File: src/rtl/mem_data_reg_ext.sv
// Memory data register: captures a read response under a start/valid handshake and
// extracts the addressed byte/half/word/dword with sign or zero extension.
module mem_data_reg_ext #(
    parameter int DATA_W  = 32,
    parameter int TIMEOUT = 16
) (
    input  logic                        i_clk,
    input  logic                        i_rst,
    input  logic                        i_ld_start,
    input  logic [1:0]                  i_size,
    input  logic                        i_unsigned,
    input  logic [$clog2(DATA_W/8)-1:0] i_addr_lo,
    input  logic                        i_mem_valid,
    input  logic [DATA_W-1:0]           i_mem_data,
    input  logic                        i_flush,
    output logic                        o_busy,
    output logic                        o_valid,
    output logic [DATA_W-1:0]           o_data,
    output logic                        o_err_align,
    output logic                        o_err_timeout
);
    localparam int LO_W = $clog2(DATA_W/8);
    // A disabled timeout still gets a 1-bit timer so no zero-width vectors appear.
    localparam int TMR_W = (TIMEOUT > 0) ? $clog2(TIMEOUT + 1) : 1;
    localparam int unsigned TMR_LAST = (TIMEOUT > 0) ? TIMEOUT - 1 : 0;

    localparam logic [0:0] IDLE = 1'b0;
    localparam logic [0:0] WAIT = 1'b1;

    logic [0:0]        state_reg;
    logic [1:0]        size_reg;
    logic              zext_reg;
    logic [LO_W-1:0]   addr_lo_reg;
    logic [TMR_W-1:0]  timer_reg;
    logic              valid_reg;
    logic              err_align_reg;
    logic              err_timeout_reg;
    logic [DATA_W-1:0] data_reg;

    logic              align_ok;
    logic [DATA_W-1:0] shifted;
    logic [63:0]       mask_wide;
    logic [DATA_W-1:0] mask;
    logic              sign_bit;
    logic              fill;
    logic [DATA_W-1:0] extracted;

    always_comb begin
        align_ok = 1'b0;
        case (i_size)
            2'b00:   align_ok = 1'b1;
            2'b01:   align_ok = ~i_addr_lo[0];
            2'b10:   align_ok = (i_addr_lo[1:0] == 2'b00);
            default: align_ok = (DATA_W == 64) && (i_addr_lo == '0);
        endcase
    end

    // Shift the addressed lane down to bit 0, then keep or fill the bits above the access size.
    always_comb begin
        shifted   = i_mem_data >> {addr_lo_reg, 3'b000};
        mask_wide = '1;
        sign_bit  = shifted[DATA_W-1];
        case (size_reg)
            2'b00: begin mask_wide = 64'h0000_0000_0000_00FF; sign_bit = shifted[7];  end
            2'b01: begin mask_wide = 64'h0000_0000_0000_FFFF; sign_bit = shifted[15]; end
            2'b10: begin mask_wide = 64'h0000_0000_FFFF_FFFF; sign_bit = shifted[31]; end
            default: begin mask_wide = '1; sign_bit = shifted[DATA_W-1]; end
        endcase
        mask = mask_wide[DATA_W-1:0];
        fill = ~zext_reg & sign_bit;
    end

    genvar gi;
    generate
        for (gi = 0; gi < DATA_W; gi++) begin : g_ext
            assign extracted[gi] = mask[gi] ? shifted[gi] : fill;
        end
    endgenerate

    always_ff @(posedge i_clk or posedge i_rst) begin
        if (i_rst) begin
            state_reg       <= IDLE;
            size_reg        <= '0;
            zext_reg        <= 1'b0;
            addr_lo_reg     <= '0;
            timer_reg       <= '0;
            valid_reg       <= 1'b0;
            err_align_reg   <= 1'b0;
            err_timeout_reg <= 1'b0;
            data_reg        <= '0;
        end else begin
            valid_reg       <= 1'b0;
            err_align_reg   <= 1'b0;
            err_timeout_reg <= 1'b0;
            if (i_flush) begin
                state_reg <= IDLE;
                timer_reg <= '0;
            end else if (state_reg == IDLE) begin
                if (i_ld_start) begin
                    if (align_ok) begin
                        size_reg    <= i_size;
                        zext_reg    <= i_unsigned;
                        addr_lo_reg <= i_addr_lo;
                        timer_reg   <= '0;
                        state_reg   <= WAIT;
                    end else begin
                        err_align_reg <= 1'b1;
                    end
                end
            end else begin
                // A response arriving on the expiry edge takes precedence over the timeout.
                if (i_mem_valid) begin
                    data_reg  <= extracted;
                    valid_reg <= 1'b1;
                    timer_reg <= '0;
                    state_reg <= IDLE;
                end else if ((TIMEOUT != 0) && (timer_reg == TMR_LAST[TMR_W-1:0])) begin
                    err_timeout_reg <= 1'b1;
                    timer_reg       <= '0;
                    state_reg       <= IDLE;
                end else begin
                    timer_reg <= timer_reg + TMR_W'(1);
                end
            end
        end
    end

    assign o_busy        = (state_reg == WAIT);
    assign o_valid       = valid_reg;
    assign o_data        = data_reg;
    assign o_err_align   = err_align_reg;
    assign o_err_timeout = err_timeout_reg;

endmodule

File: config.mk
export PLATFORM = sky130hd
export DESIGN_NAME = mem_data_reg_ext
export DESIGN_NICKNAME = d
export VERILOG_FILES = /design/src/rtl/mem_data_reg_ext.sv
export SDC_FILE = /design/constraint.sdc
export NUM_CORES = 1
export LEC_CHECK = 0
export CAP_MARGIN = 5
export CORE_MARGIN = 1.5
export CORE_UTILIZATION = 45
export DETAILED_ROUTE_END_ITERATION = 12
export HOLD_SLACK_MARGIN = 0.15
export PLACE_DENSITY = 0.79
export SETUP_SLACK_MARGIN = 0.02
export SYNTH_ARGS = -nofsm -noshare
export SYNTH_HDL_FRONTEND = slang
export SYNTH_SLANG_ARGS = --single-unit
File: constraint.sdc
create_clock -name i_clk -period 2.2 [get_ports i_clk]
set_clock_uncertainty 0.1 [all_clocks]
set_input_delay 0.44 -clock i_clk [delete_from_list [all_inputs] [get_ports i_clk]]
set_output_delay 0.44 -clock i_clk [all_outputs]
set_load 0.05 [all_outputs]
=== Yosys cells after proc, flatten, opt, wreduce, memory -nomap -nowiden ===
Index checks and enable logic that the tools add are counted.

* Flip-flop bits (word level): 46
* Input bits: 42
* Output and inout port bits: 36
* Logic and storage cells: 87

* $add $sub $neg: 1
* Equality and inequality tests: 5
* Shift-type cells: 1
* Multiplexer cells: 58
* Bitwise operators: 5
* Reductions and logical operators: 8

{| class="wikitable"
|+ Operators by type and width
! operator !! number
|-
| case mux 32 bit (3 select lines) || 1
|-
| 2-to-1 mux 1 bit || 49
|-
| >> shifter 32 x 5 -> 32 bit || 1
|-
| 2-to-1 mux 5 bit || 6
|-
| zero test 2 bit || 3
|-
| nonzero test 3 bit || 2
|-
| adder 5 x 1 -> 5 bit (second input constant) || 1
|-
| equality test 5 x 4 -> 1 bit (second input constant) || 1
|-
| equality test 2 x 1 -> 1 bit (second input constant) || 2
|-
| equality test 2 bit (second input constant) || 2
|-
| inverter 1 bit || 4
|-
| AND reduction 4 bit || 1
|-
| case mux 1 bit (3 select lines) || 1
|-
| AND reduction 3 bit || 1
|-
| case mux 1 bit (2 select lines) || 1
|-
| AND reduction 2 bit || 1
|-
| bitwise AND 1 bit || 1
|}

=== Depth between registers and ports, before layout ===
Gate-level depths: netlist of run 1.

* Depth in word-level cells: 6
* Depth in mapped cells: 7
* Mapped depth without buffers: 5

=== Least setup slack after synthesis of run 1 ===
OpenSTA, ideal clock, no wires.

* Path kind: flip-flop to flip-flop
* From: register state_reg, in the netlist o_busy
* To: register data_reg[0], in the netlist o_data[0]
* Library setup time: 125 ps
* Arrival: 1768 ps
* Path slack: 207 ps
* Cell stages (with the launch flop): 5
* Buffers on the path: 2
* Period minus slack after synthesis: 1993 ps
* Cell sequence: dfrtp_1 -> and3b_1 -> clkbuf_1 -> buf_1 -> mux2_2

* Longest elaborated chain between the ends: 1

{| class="wikitable"
|+ RTL lines
! item !! line !! text
|-
| start: declaration || 30 || <nowiki>logic [0:0] state_reg;</nowiki>
|-
| start signal: assignment || 82 || <nowiki>state_reg <= IDLE;</nowiki>
|-
| start signal: assignment || 96 || <nowiki>state_reg <= IDLE;</nowiki>
|-
| start signal: assignment || 105 || <nowiki>state_reg <= WAIT;</nowiki>
|-
| AND reduction 3 bit (no line) || - ||
|-
| end signal: assignment || 113 || <nowiki>data_reg <= extracted;</nowiki>
|-
| end: declaration || 38 || <nowiki>logic [DATA_W-1:0] data_reg;</nowiki>
|}

No other way between the ends.
A chain may end at the register's enable or synchronous reset.

=== Final worst setup path of run 1 ===
* From: register state_reg, in the netlist o_busy
* To: output port o_busy

{| class="wikitable"
|+ RTL lines
! item !! line !! text
|-
| end: declaration || 16 || <nowiki>output logic o_busy,</nowiki>
|}

No word-level cell between the ends.

==> impl_metrics.ini, run 1 <==
[power_and_ir_drop]
swShare = 0.439
sequentialPowerShare = 0.301
pwr-share-comb = 0.530
finalPower_mw = 4.40
power.share.clock = 0.169
irDropWorstVdd_mv = 0.875
pwr_density_cell_nw_per_um2 = 1330
p_leak_nw = 1.40
power.internal_mw = 2.47
p_sw_mw = 1.93

[critical_path]
rr_worst_depth = 4
crit_start = o_busy
crit_path_start_kind = flop
path_buf_inv = 1
r2r_setup_slack_ps = 290
crit_cells = 1
cp_max_fo = 4
worstReg2RegEnd = o_data[24]
cp_slowest_stage_delay_ps = 820
endpoint = o_busy
required_ps = 1660
cp_slowest_cell = clkdlybuf4s50_1
crit_family = buffers and inverters
path_class = flop to output pin
path_cells = clkdlybuf4s50_1
arrival_ps = 1520
reg2reg_from = addr_lo_reg[1]
crit_path_end_kind = output pin

[placed_design]
hpwl_mm = 4.58
port_buffers = 77
gp_congestion = 0.835

[drt]
drt_iter0_drc = 125
avgRoutedWirePerCell_um = 16.7
wl_mm = 6.15
met1Wirelength_mm = 2.74
viasPerCell = 5.52
top_layer = met4
ant_nets = 0
routed-wl-met3_um = 442
first_pass_iters = 4
wl_met2_mm = 2.93
via_count = 2032
drc_errors = 0

[sta]
finalHoldViolCount = 0
relSlewSlack = 0.539
setup_viol_count_final = 0
clock.fmax_mhz = 486
finalCriticalPeriod_ps = 2060
finalCritPeriodShare = 0.935
slew_viol_final = 0
worst_slew_pin_slew_ps = 686
rsz0062_at_grt = false
finalSetupTns_ps = 0

[clocking]
clk_pin_slew_ps = 90
numCtsBuffers = 5
clock_path_buffers = 2
htreeDepth = 2
cts_resized = 0
clockRootBuffer = clkbuf_8
cts_setup_buffers = 0
insertion_delay_ps = 300
hold_buffers = 0
tritoncts = done
clkSinkCount = 46

[global_route]
grt_start_max_net_pins = 47
first_global_vias = 1983
antenna_found_initial = 0
grt_overflow = 0
grt_pass1_wl_mm = 9.66
grt_util_all_layers = 0.233

[synth]
async_flop_share = 1.00
synth_top_cells_by_area = dfrtp_1 50%, mux2i_1 7.4%, mux2_2 6.8%, o221a_2 3.9%, nor2_1 3.7%
yosys.cell_types.count = 36
yosysSeqAreaShare = 0.498
avgSynthCellArea_um2 = 10.5
synth_edf_count = 0
yosysWarnings = 0
synthCells = 220
synthFlopType = dfrtp_1
yosysTopAreaCellShare = 0.498
yosysTopAreaCell = dfrtp_1
ys_ff_latch = 46
syn-num-nets = 263
netlist_area_um2 = 2310

[die]
die_area_um2 = 5570
die_h_um = 74.7
num_rows = 25
core_area_um2 = 4850
die-width_um = 74.7
start_util = 0.477
io_pins = 78

[run]
drv_cap = 0

[cells_and_area]
area_growth_pct = 43.6
drive_above_1_share = 0.140
regArea_um2 = 1150
num_antenna_cells = 0
fillers = 383
largest_reg_flops = 32
multi_input_area_um2 = 1080
nNetsFinal = 343

[worst_hold_path]
holdCritPathClass = flop to flop

[run_status]
status = complete, no violations
cell usage in the layout (no fill, tap or decap), drive strengths merged, types with 2 or more instances in the layout:
cell,Yosys,layout
clkdlybuf4s50,0,77
dfrtp,46,46
nor2,23,23
nand2,18,18
mux2i,17,17
a21oi,17,17
mux2,14,14
o21ai,10,10
buf,8,10
o221a,8,8
o22a,8,8
nor2b,7,7
a211oi,7,7
nand3,6,6
clkbuf,6,5
o21a,3,3
inv,3,3
nand2b,2,2
nor3b,2,2
a22o,2,2
bufinv,0,2
cell families after synthesis:
logic type | synth area share
AOI/OAI and AO/OA | 0.179
DFF | 0.498
adders and majority gates | 0.00541
xor gates and xnor gates | 0.00758
and+or+nand+nor | 0.132
buffers and inverters | 0.0363
muxes | 0.142
Yosys cell counts (2+ instances only):
cell and n:
buf_6 2, clkbuf_1 6, a21oi_1 16, a22o_1 2
o21ai_0 9, a211oi_1 7, buf_1 2, dfrtp_1 46
nor2_1 23, nor2b_1 7, inv_1 3, o221a_2 8
nor3b_1 2, o21a_1 3, mux2_2 14, nand2_1 18
mux2i_1 17, nand3_1 6, o22a_1 8, buf_2 4
nand2b_1 2
worst min-delay path by stage:
stage | from | to | slack [ps] | cells past startpoint
floorplan | timer_reg[4] | o_err_timeout | 320 | 1
global placement | timer_reg[4] | o_err_timeout | 340 | 1
detailed placement | timer_reg[4] | o_err_timeout | 350 | 1
CTS | timer_reg[4] | o_err_timeout | 360 | 1
global route | timer_reg[4] | o_err_timeout | 380 | 1
finish | timer_reg[4] | o_err_timeout | 360 | 1
power by group through the flow:
| stage | Combinational, mW | Clock (mW) | Sequential [mW] |
|---|---|---|---|
| after floorplan | 0.624 | 0 | 2.24 |
| after global placement | 2.29 | 0 | 1.33 |
| after detailed placement | 2.33 | 0 | 1.34 |
| after CTS | 2.34 | 0.756 | 1.32 |
| after global routing | 2.46 | 0.787 | 1.35 |
| final | 2.33 | 0.742 | 1.32 |
stage by stage:
step / area [µm²] / utilization / setup slack, ps / hold WS (ps) / instances
CTS: 3320 / 0.684 / 129 / 363 / 368
global route: 3320 / 0.684 / 75.8 / 378 / 368
floorplan: 2310 / - / 207 / 325 / 220
finish: 3320 / 0.684 / 144 / 357 / 368
global placement: 3180 / 0.656 / 126 / 338 / 360
detailed placement: 3180 / 0.656 / 57.6 / 346 / 360
per-layer routing:
layer / up-vias / GRT usage
met1: 988 / 0.315
met4: 0 / 0.0545
met5: - / 0
li1: 950 / -
met3: 5 / 0.0669
met2: 89 / 0.375
layout make-up:
cell class	instances	share of cell area
sequential	46	0.347
timing repair buffer	87	0.259
clock inverter	3	0.0207
clock buffer	5	0.0207
multi-input combinational	157	0.324
tap	67	0.0253
inverter	3	0.00339
No activity file was read; power rests on OpenSTA's default activity.
==> run 2: changes to the inputs <==
Settings changed: CORE_MARGIN 1.5 to default, CTS_CLUSTER_SIZE from default to 16, SLEW_MARGIN from default to 20.
==> run 2 against run 1 <==
  * Wire length down 3.9%
  * Largest cell class unchanged
  * Core utilization down 0.67 points
  * First-iteration DRC count up 3.2%
  * Critical path type unchanged
  * Worst hold slack worse by 21 ps
  * Critical path depth unchanged
  * Count of clock-buffer cells in the layout up 2
  * Highest routed layer unchanged
  * Sequential power about the same
  * Die area down 2.7%
==> impl_metrics.ini, run 2 (synthesized netlist as in run 1, its figures left out) <==
[die]
die_h_um = 73.7
die-width_um = 73.7
die_area_um2 = 5430
start_util = 0.480
core_area_um2 = 4820
num_rows = 25
io_pins = 78

[sta]
finalCritPeriodShare = 0.925
clock.fmax_mhz = 491
holdWs_ps = 336
relSlewSlack = 0.552
worst_slew_pin_slew_ps = 670
setup_viol_count_final = 0
finalSetupTns_ps = 0
finalCriticalPeriod_ps = 2030
rsz0062_at_grt = false
finalHoldViolCount = 0
slew_viol_final = 0
setup_slack_ps = 165

[critical_path]
crit_family = buffers and inverters
cp_slowest_stage_delay_ps = 830
path_buf_inv = 1
cp_slowest_cell = clkdlybuf4s50_1
path_class = flop to output pin
crit_cells = 1
path_cells = clkdlybuf4s50_1
crit_path_end_kind = output pin
arrival_ps = 1490
rr_worst_depth = 4
required_ps = 1660
crit_path_start_kind = flop
cp_max_fo = 2
r2r_setup_slack_ps = 310

[placed_design]
post-place-cells = 359
pre_cts_ws_ps = 42.9
port_buffers = 77
dpl_cell_area_um2 = 3170
gp_congestion = 0.805
hpwl_mm = 4.46

[cells_and_area]
mostFrequentLayoutCells = 77 x clkdlybuf4s50_1, 46 x dfrtp_1, 23 x nor2_1
largest_reg_flops = 32
stdcell_area_um2 = 3260
num_antenna_cells = 0
drive_above_1_share = 0.133
multi_input_area_um2 = 1080
regArea_um2 = 1150
nNetsFinal = 342
instances_no_fill = 367
fin_util = 0.678
final_common_cell = clkdlybuf4s50_1
fillers = 405
area_growth_pct = 41.3

[clocking]
clkSinkCount = 46
insertion_delay_ps = 290
clockRootBuffer = clkbuf_8
hold_buffers = 0
tritoncts = done
cts_setup_buffers = 0
clk_pin_slew_ps = 80
numCtsBuffers = 5
cts_resized = 0
htreeDepth = 2
clock_path_buffers = 2

[drt]
avgRoutedWirePerCell_um = 16.1
drt_iter0_drc = 129
drc_errors = 0
ant_nets = 0
via_count = 1969
wl_mm = 5.91
viasPerCell = 5.37
first_pass_iters = 4

[global_route]
first_global_vias = 2018
grt_pass1_wl_mm = 9.51
grt_overflow = 0
antenna_found_initial = 0
grt_start_max_net_pins = 31
grt_util_all_layers = 0.237

[worst_hold_path]
holdCritPathClass = input pin to asynchronous set/reset pin

[power_and_ir_drop]
p_leak_nw = 1.38
p_sw_mw = 1.90
power.internal_mw = 2.27
sequentialPowerShare = 0.318
irDropWorstVdd_mv = 0.626
power.share.clock = 0.125
pwr-share-comb = 0.557
swShare = 0.456
pwr_density_cell_nw_per_um2 = 1280
finalPower_mw = 4.17

[run]
drv_cap = 0

[run_status]
status = complete, no violations
[run 2: changes by cell type in the layout (fill, tap and decap cells not counted)]
cell       delta
clkinv_2      +1
bufinv_16     -2
clkinv_4      -1
clkbuf_8      +1
clkbuf_1      +1
buf_4         -1
[run 2: final cells by class]
cell class | count | share of cell area
inverter | 3 | 0.00345
clock buffer | 7 | 0.0264
clock inverter | 1 | 0.00153
multi-input combinational | 157 | 0.330
sequential | 46 | 0.353
timing repair buffer | 86 | 0.261
tap | 67 | 0.0257
[run 2: path summary, 6_finish.rpt]
kind | startpoint | to
min in group i_clk | timer_reg[4] | o_err_timeout
worst min-delay path | i_rst | timer_reg[1]
worst max register to register | addr_lo_reg[1] | o_data[28]
max in group asynchronous | i_rst | o_data[6]
worst max-delay path | o_data[13] | o_data[13]
worst min register to register | timer_reg[4] | o_err_timeout
[run 2: metal layers]
| layer | up-vias | global-route usage | share of wire |
|---|---|---|---|
| li1 | 948 | - | - |
| met1 | 947 | 0.291 | 0.43 |
| met2 | 67 | 0.399 | 0.49 |
| met3 | 7 | 0.0686 | 0.063 |
| met4 | 0 | 0.0812 | 0.012 |
| met5 | - | 0 | 0 |
[run 2: power groups by stage]
stage	registers, mW	clock network (mW)	logic, mW
after floorplan	2.24	0	0.624
after CTS	1.33	0.537	2.33
after detailed placement	1.34	0	2.33
final	1.33	0.523	2.32
after global routing	1.36	0.581	2.43
after global placement	1.33	0	2.30
==> run 3: changes to the inputs <==
Settings changed: CORE_UTILIZATION 45 to 46, PLACE_DENSITY 0.79 to 0.81.
Clock period 2.2 ns to 2.6 ns, I/O delays scaled along.
==> run 3 against run 2 <==
  * Sequential share of layout area is 0.30 points higher
  * Die area down 2.1%
  * Critical path type unchanged
  * Worst hold slack improved by 15 ps
  * Clock power shrank 14%
  * Combinational power is 17% lower
==> impl_metrics.ini, run 3 (synthesized netlist as in run 1, its figures left out) <==
[run_status]
status = complete, no violations

[critical_path]
path_buf_inv = 1
cp_slowest_cell = clkdlybuf4s50_1
cp_max_fo = 2
crit_path_end_kind = output pin
cp_slowest_stage_delay_ps = 820
arrival_ps = 1520
r2r_setup_slack_ps = 520
crit_path_start_kind = flop
required_ps = 1980
path_cells = clkdlybuf4s50_1
path_class = flop to output pin
crit_family = buffers and inverters

[clocking]
hold_buffers = 0
numCtsBuffers = 5
cts_resized = 0
insertion_delay_ps = 300
clkSinkCount = 46
clockRootBuffer = clkbuf_8
clock_path_buffers = 2
cts_setup_buffers = 0
htreeDepth = 2
tritoncts = done
clk_pin_slew_ps = 80

[sta]
finalHoldViolCount = 0
slew_viol_final = 0
finalSetupTns_ps = 0
rsz0062_at_grt = false
relSlewSlack = 0.505
finalCriticalPeriod_ps = 2140
finalCritPeriodShare = 0.821
holdWs_ps = 351
clock.fmax_mhz = 468
setup_viol_count_final = 0
worst_slew_pin_slew_ps = 738
setup_slack_ps = 464

[power_and_ir_drop]
power.share.clock = 0.128
p_leak_nw = 1.36
finalPower_mw = 3.51
p_sw_mw = 1.60
swShare = 0.456
pwr_density_cell_nw_per_um2 = 1080
power.internal_mw = 1.91
sequentialPowerShare = 0.322
pwr-share-comb = 0.550
irDropWorstVdd_mv = 0.616

[cells_and_area]
num_antenna_cells = 0
fin_util = 0.676
largest_reg_flops = 32
nNetsFinal = 340
mostFrequentLayoutCells = 77 x clkdlybuf4s50_1, 46 x dfrtp_1, 23 x nor2_1
area_growth_pct = 40.1
final_common_cell = clkdlybuf4s50_1
drive_above_1_share = 0.128
fillers = 393
stdcell_area_um2 = 3240
instances_no_fill = 365

[global_route]
antenna_found_initial = 0
grt_util_all_layers = 0.235
first_global_vias = 1922
grt_overflow = 0
grt_start_max_net_pins = 34
grt_pass1_wl_mm = 9.34

[placed_design]
pre_cts_ws_ps = 355
post-place-cells = 357
gp_congestion = 0.811
hpwl_mm = 4.24
dpl_cell_area_um2 = 3150
port_buffers = 77

[drt]
first_pass_iters = 4
wl_mm = 5.65
via_count = 1975
avgRoutedWirePerCell_um = 15.5
viasPerCell = 5.41
drc_errors = 0
ant_nets = 0
drt_iter0_drc = 74

[die]
core_area_um2 = 4790
die_area_um2 = 5310
start_util = 0.483
num_rows = 25
die_h_um = 72.9
io_pins = 78
die-width_um = 72.9

[run]
drv_cap = 0

[worst_hold_path]
holdCritPathClass = flop to flop
-- run 3: worst paths after layout --
kind	from	to	cells after the start
min in group asynchronous	i_rst	o_data[4]	2
worst min-delay path	timer_reg[4]	o_err_timeout	1
worst min register to register	timer_reg[4]	o_err_timeout	1
worst max-delay path	o_data[14]	o_data[14]	1
max in group asynchronous	i_rst	zext_reg	3
worst max register to register	addr_lo_reg[0]	o_data[31]	4
-- run 3: area by class of cell --
cell class                 instances  area, µm²  share of cell area
inverter                           3       11.3             0.00348
tap                               67       83.8              0.0259
timing repair buffer              84        823               0.254
sequential                        46       1150               0.356
clock inverter                     1       5.00             0.00155
clock buffer                       7       86.3              0.0267
multi-input combinational        157       1080               0.332
-- run 3: power by group through the flow --
stage / clock, mW / combinational (mW) / sequential [mW]
after global routing: 0.495 / 2.02 / 1.16
after detailed placement: 0 / 1.94 / 1.15
final: 0.448 / 1.93 / 1.13
after floorplan: 0 / 0.528 / 1.90
after CTS: 0.456 / 1.94 / 1.13
after global placement: 0 / 1.91 / 1.14
-- run 3: routing by layer --
metal / GRT usage / share of wire / vias up
li1: - / - / 946
met1: 0.298 / 0.43 / 965
met2: 0.403 / 0.51 / 52
met3: 0.0442 / 0.041 / 12
met4: 0.0806 / 0.020 / 0
met5: 0 / 0 / -
